===== src/rtl/dfs_pkg.sv =====
// Shared definitions for the DFS governor: op_code constants, FSM states and
// the level-to-op_code encoder.
// Ports: none. This is a package.
package dfs_pkg;

  localparam logic [5:0] OP_L0 = 6'b000001;
  localparam logic [5:0] OP_L1 = 6'b000010;
  localparam logic [5:0] OP_L2 = 6'b101010;
  localparam logic [5:0] OP_L3 = 6'b111111;

  typedef enum logic [1:0] {
    IDLE    = 2'd0,
    MEASURE = 2'd1,
    DECIDE  = 2'd2
  } state_t;

  function automatic logic [5:0] lvl_to_op(input logic [1:0] lvl);
    logic [5:0] op;
    case (lvl)
      2'd0:    op = OP_L0;
      2'd1:    op = OP_L1;
      2'd2:    op = OP_L2;
      default: op = OP_L3;
    endcase
    return op;
  endfunction

endpackage


===== src/rtl/activity_window.sv =====
// Activity window: counts cycles of one sampling window and accumulates busy.
// Latency: cnt reflects busy samples up to the previous edge; win_end is combinational.
// Backpressure: none. clear holds both counters at zero.
// Ports: clk, rst (sync, active-high), clear, busy -> win_end (last cycle), cnt (busy count).
module activity_window #(
  parameter int WIN_W = 6
) (
  input  logic           clk,
  input  logic           rst,
  input  logic           clear,
  input  logic           busy,
  output logic           win_end,
  output logic [WIN_W:0] cnt
);

  logic [WIN_W-1:0] win_cnt;

  always_ff @(posedge clk) begin
    if (rst || clear) begin
      win_cnt <= '0;
      cnt     <= '0;
    end else begin
      win_cnt <= win_cnt + 1'b1;
      // One extra bit holds the full-window count of 2^WIN_W without wrapping.
      cnt     <= cnt + {{WIN_W{1'b0}}, busy};
    end
  end

  assign win_end = &win_cnt;

endmodule


===== src/rtl/dfs_governor.sv =====
// DFS governor: turns windowed busy counts into a 0..3 performance level and op_code.
// Latency: level/op_code/op_valid register on the edge leaving DECIDE or sampling force_valid.
// Backpressure: none. The consumer must take op_code whenever op_valid pulses.
// Ports: clk, rst, en, busy, force_valid, force_lvl -> op_code, op_valid, level, last_cnt.
module dfs_governor
  import dfs_pkg::*;
#(
  parameter int WIN_W = 6,
  parameter int UP_TH = 48,
  parameter int DN_TH = 16,
  parameter int DWELL = 2
) (
  input  logic           clk,
  input  logic           rst,
  input  logic           en,
  input  logic           busy,
  input  logic           force_valid,
  input  logic [1:0]     force_lvl,
  output logic [5:0]     op_code,
  output logic           op_valid,
  output logic [1:0]     level,
  output logic [WIN_W:0] last_cnt
);

  localparam logic [WIN_W:0] UP_V    = UP_TH[WIN_W:0];
  localparam logic [WIN_W:0] DN_V    = DN_TH[WIN_W:0];
  localparam logic [3:0]     DWELL_V = DWELL[3:0];

  state_t         state;
  logic [3:0]     dwell;
  logic           win_end;
  logic [WIN_W:0] cnt;
  logic           force_hit;
  logic           clear;

  // A force is only honoured while enabled and outside IDLE.
  assign force_hit = en && force_valid && (state != IDLE);
  // Counters run only in MEASURE. DECIDE clears them so busy there is never counted.
  assign clear     = !en || force_hit || (state != MEASURE);

  activity_window #(.WIN_W(WIN_W)) u_win (
    .clk     (clk),
    .rst     (rst),
    .clear   (clear),
    .busy    (busy),
    .win_end (win_end),
    .cnt     (cnt)
  );

  always_ff @(posedge clk) begin
    if (rst) begin
      state    <= IDLE;
      dwell    <= '0;
      level    <= 2'd0;
      op_code  <= OP_L0;
      op_valid <= 1'b0;
      last_cnt <= '0;
    end else begin
      op_valid <= 1'b0;
      if (!en) begin
        state <= IDLE;
      end else if (force_hit) begin
        // Force beats a coincident window decision. The completed count is still recorded.
        if (state == DECIDE) last_cnt <= cnt;
        level    <= force_lvl;
        op_code  <= lvl_to_op(force_lvl);
        op_valid <= (force_lvl != level);
        dwell    <= DWELL_V;
        state    <= MEASURE;
      end else begin
        case (state)
          IDLE:    state <= MEASURE;
          MEASURE: if (win_end) state <= DECIDE;
          DECIDE: begin
            last_cnt <= cnt;
            state    <= MEASURE;
            if (dwell != 4'd0) begin
              dwell <= dwell - 4'd1;
            end else if (cnt >= UP_V && level != 2'd3) begin
              level    <= level + 2'd1;
              op_code  <= lvl_to_op(level + 2'd1);
              op_valid <= 1'b1;
              dwell    <= DWELL_V;
            end else if (cnt <= DN_V && level != 2'd0) begin
              level    <= level - 2'd1;
              op_code  <= lvl_to_op(level - 2'd1);
              op_valid <= 1'b1;
              dwell    <= DWELL_V;
            end
          end
          default: state <= IDLE;
        endcase
      end
    end
  end

endmodule


===== config.mk =====
export PLATFORM = sky130hd
export DESIGN_NAME = dfs_governor
export DESIGN_NICKNAME = d
export VERILOG_FILES = /design/src/rtl/dfs_pkg.sv /design/src/rtl/activity_window.sv /design/src/rtl/dfs_governor.sv
export SDC_FILE = /design/constraint.sdc
export NUM_CORES = 1
export LEC_CHECK = 0
export BUFFER_PORTS_ARGS = -buffer_cell sky130_fd_sc_hd__buf_2
export CORE_MARGIN = 5
export CORE_UTILIZATION = 45
export DETAILED_ROUTE_END_ITERATION = 16
export PLACE_DENSITY = 0.74
export REMOVE_ABC_BUFFERS = 1
export SETUP_SLACK_MARGIN = 0.02
export SYNTH_ARGS = -nofsm -noshare
export SYNTH_HDL_FRONTEND = slang
export SYNTH_SLANG_ARGS = --single-unit

===== constraint.sdc =====
create_clock -name clk -period 2.2 [get_ports clk]
set_input_delay 0.11 -clock clk [delete_from_list [all_inputs] [get_ports clk]]
set_output_delay 0.11 -clock clk [all_outputs]
set_load 0.01 [all_outputs]

==> flow_metrics.tcl <==
set metrics [dict create \
    crit_slowest_cell "dfxtp_1" \
    finClkSkew_ns 0.00323 \
    setup_viol 0 \
    final_area_sq_um 1970 \
    seqPwrFrac 0.475 \
    nNetsFinal 232 \
    async_reset_ff_frac 0 \
    p_sw_uw 303 \
    drt_iter0_markers 70 \
    pin_count 23 \
    diodes 0 \
    clock-root-buffer "clkbuf_8" \
    whs_ns 0.167 \
    max_freq_mhz 516 \
    rows 22 \
    seqCellArea_sq_um 661 \
    cts.clk_slew.worst_paths_ns 0.07 \
    final_layout_size_suffix_gt1_frac 0.193 \
    pwr-share-comb 0.081 \
    timing.final.hold_violations 0 \
    portBuffers 22 \
    power_density_nw_per_um2 655 \
    drc 0 \
    grt_pass1_vias 1234 \
    synth.distinct_cells 41 \
    grt_max_degree 19 \
    gr-total-overflow 0 \
    p_sw_frac 0.235 \
    htree_levels 2 \
    critical_path_arrival_ns 2.16 \
    synth_cells 188 \
    drtPass1Iterations 4 \
    synth_warnings 0 \
    p_total_mw 1.29 \
    tightest_slew_ns 0.452 \
    numCtsBuffers 5 \
    core_sq_um 3660 \
    path_buf_inv 1 \
    worstPathMaxFanout 8 \
    ir_worst_vdd_v 0.000417 \
    worstPathCellList "inv_1, ha_1, nor3_2, o2bb2ai_4, a21oi_4, a311o_1, a21oi_2" \
    synth_seq_cells 33 \
    synth-edff-count 0 \
    dp_hpwl_microns 2220 \
    critical-path-max-stage-delay_ns 0.50 \
    power.share.clock 0.444 \
    path_class "flip-flop to flip-flop" \
    die-height_microns 71.6 \
    insertion_delay_ns 0.28 \
    grt_pass1_wl_microns 5280 \
    rsz0062_at_grt "no" \
    cp.required_ns 2.42 \
    netlist_area_sq_um 1710 \
    clock-sinks 33 \
    gp_congestion 0.812 \
    cts_tree "yes" \
    dieArea_sq_um 5120 \
    ys_seq_area_frac 0.387 \
    p_leak_nw 0.892 \
    period_share 0.882 \
    dp.cells 252 \
    critPathTopFamily "compound AO/OA/AOI/OAI gates" \
    viasPerCell 5.10 \
    postPlaceCellArea_sq_um 1850 \
    hold_path.class "input pin to flip-flop" \
    endpoint_kind "flip-flop" \
    stdcell_count 260 \
    avgSynthCellArea_sq_um 9.08 \
    synth_flop_cell "dfxtp_1" \
    max_cap_violations 0 \
    antenna_found_initial 0 \
    area.growth.synth_to_final_pct 15.6 \
    final_antenna_net_count 0 \
    floorplan.initialDensity 0.466 \
    fp.dieW_microns 71.6 \
    postCtsSetupRepairBufs 0 \
    min_period_ns 1.94 \
    multi_input_area_sq_um 975 \
    vias 1325 \
    grtUsageTotal 0.131 \
    p_int_uw 990 \
    status "finished clean" \
    fin_tns_setup_ns 0 \
    wl_per_cell_microns 11.9 \
    maxSlewHeadroom 0.699 \
    num-fill-cells 334 \
    finalMaxSlewViolations 0 \
    cp-start-kind "flip-flop" \
    routed_wl_microns 3080 \
    clock_path_buffers 2 \
]
==> cells by family (layout without fill, tap and decap cells) <==
group | count (synthesis) | count (layout) | share of synthesized area
AOI/OAI and AO/OA | 34 | 34 | 0.157
xor gates and xnor gates | 12 | 12 | 0.0697
adders and majority gates | 14 | 14 | 0.103
buffers and inverters | 18 | 42 | 0.0447
DFF | 33 | 33 | 0.387
muxes | 8 | 8 | 0.0469
and+or+nand+nor | 69 | 69 | 0.192
==> worst min-delay path, cell delays in order <==
cell      delay, ns
buf_2          0.13
nand2b_1       0.12
a21oi_1        0.05
==> cells in the final DEF (no fill, tap or decap), types with 6 or more instances in the layout <==
master	n
ha_1	14
xor2_1	8
mux2i_1	8
nor2_1	29
nor3_1	6
nand2_1	9
dfxtp_1	33
inv_1	10
o21ai_0	8
buf_2	22
a21oi_1	9
nand3_1	7
==> stage by stage <==
step,setup WS (ns),util
2_1_floorplan,0.283,-
3_3_place_gp,0.235,0.506
3_5_place_dp,0.120,0.506
4_1_cts,0.123,0.538
5_1_grt,0.179,0.539
6_report,0.260,0.539
==> cell type report <==
| cell class | count | share of cell area |
|---|---|---|
| inverters | 10 | 0.0190 |
| well taps | 48 | 0.0304 |
| flip-flops and latches | 33 | 0.335 |
| clock buffers | 5 | 0.0349 |
| clock inverters | 3 | 0.0235 |
| repair buffers | 24 | 0.0634 |
| multi-input cells | 137 | 0.494 |
==> power groups by stage <==
stage,sequential (mW),combinational [mW],clock [mW]
global placement,0.627,0.102,0
CTS,0.614,0.104,0.592
detailed placement,0.628,0.105,0
global route,0.615,0.115,0.624
floorplan,0.629,0.0661,0
finish,0.614,0.105,0.574
==> per-layer routing <==
layer / part of all wire / global-route usage / routed length, microns / vias up
met5: 0 / 0 / 0 / -
met4: 0.021 / 0.0626 / 65 / 0
met3: 0.062 / 0.0547 / 192 / 6
met2: 0.45 / 0.207 / 1370 / 25
met1: 0.47 / 0.153 / 1450 / 606
li1: - / - / - / 688
==> registers in the layout, summed over array words and instances, names as in the netlist <==
name and count:
dwell 4, op_code 4, op_valid 1, u_win.win_cnt 6, level 2, state 2
last_cnt 7, u_win.cnt 7
==> synthesized netlist by cell type, drive strengths merged, types with 2 or more instances <==
master  instances  area (sq um)
a31oi           2          12.5
dfxtp          33           661
nor2           31           121
o21ai           9          45.0
inv            10          37.5
mux2i           8          80.1
xnor2           3          26.3
nor2b           2          12.5
nor3            7          35.0
or3             2          12.5
nand2b          2          12.5
and3            2          13.8
nand2           9          33.8
a21oi          12          78.8
nand3b          3          22.5
buf             3          20.0
ha             14           175
nand3           7          35.0
clkbuf          5          18.8
xor2            8          70.1
a211oi          2          15.0
==> timing repair <==
| action | 4_1_cts | 5_1_grt |
|---|---|---|
| hold buffers | 0 | 0 |
| gates resized for setup | 0 | 1 |
| setup endpoints to repair | 0 | 1 |
==> final timing paths <==
path / start / endpoint / slack, ns / depth (start not counted)
hold reg to reg: u_win.win_cnt[0]$_SDFF_PP0_ / u_win.win_cnt[0]$_SDFF_PP0_ / 0.45 / 1
setup / recovery: level[0]$_SDFFE_PP0P_ / op_code[4]$_SDFFE_PP0P_ / 0.26 / 7
hold / removal: en / op_valid$_SDFF_PP0_ / 0.17 / 3
setup reg to reg: level[0]$_SDFFE_PP0P_ / op_code[4]$_SDFFE_PP0P_ / 0.26 / 7
No activity file was read; power rests on OpenSTA's default activity.
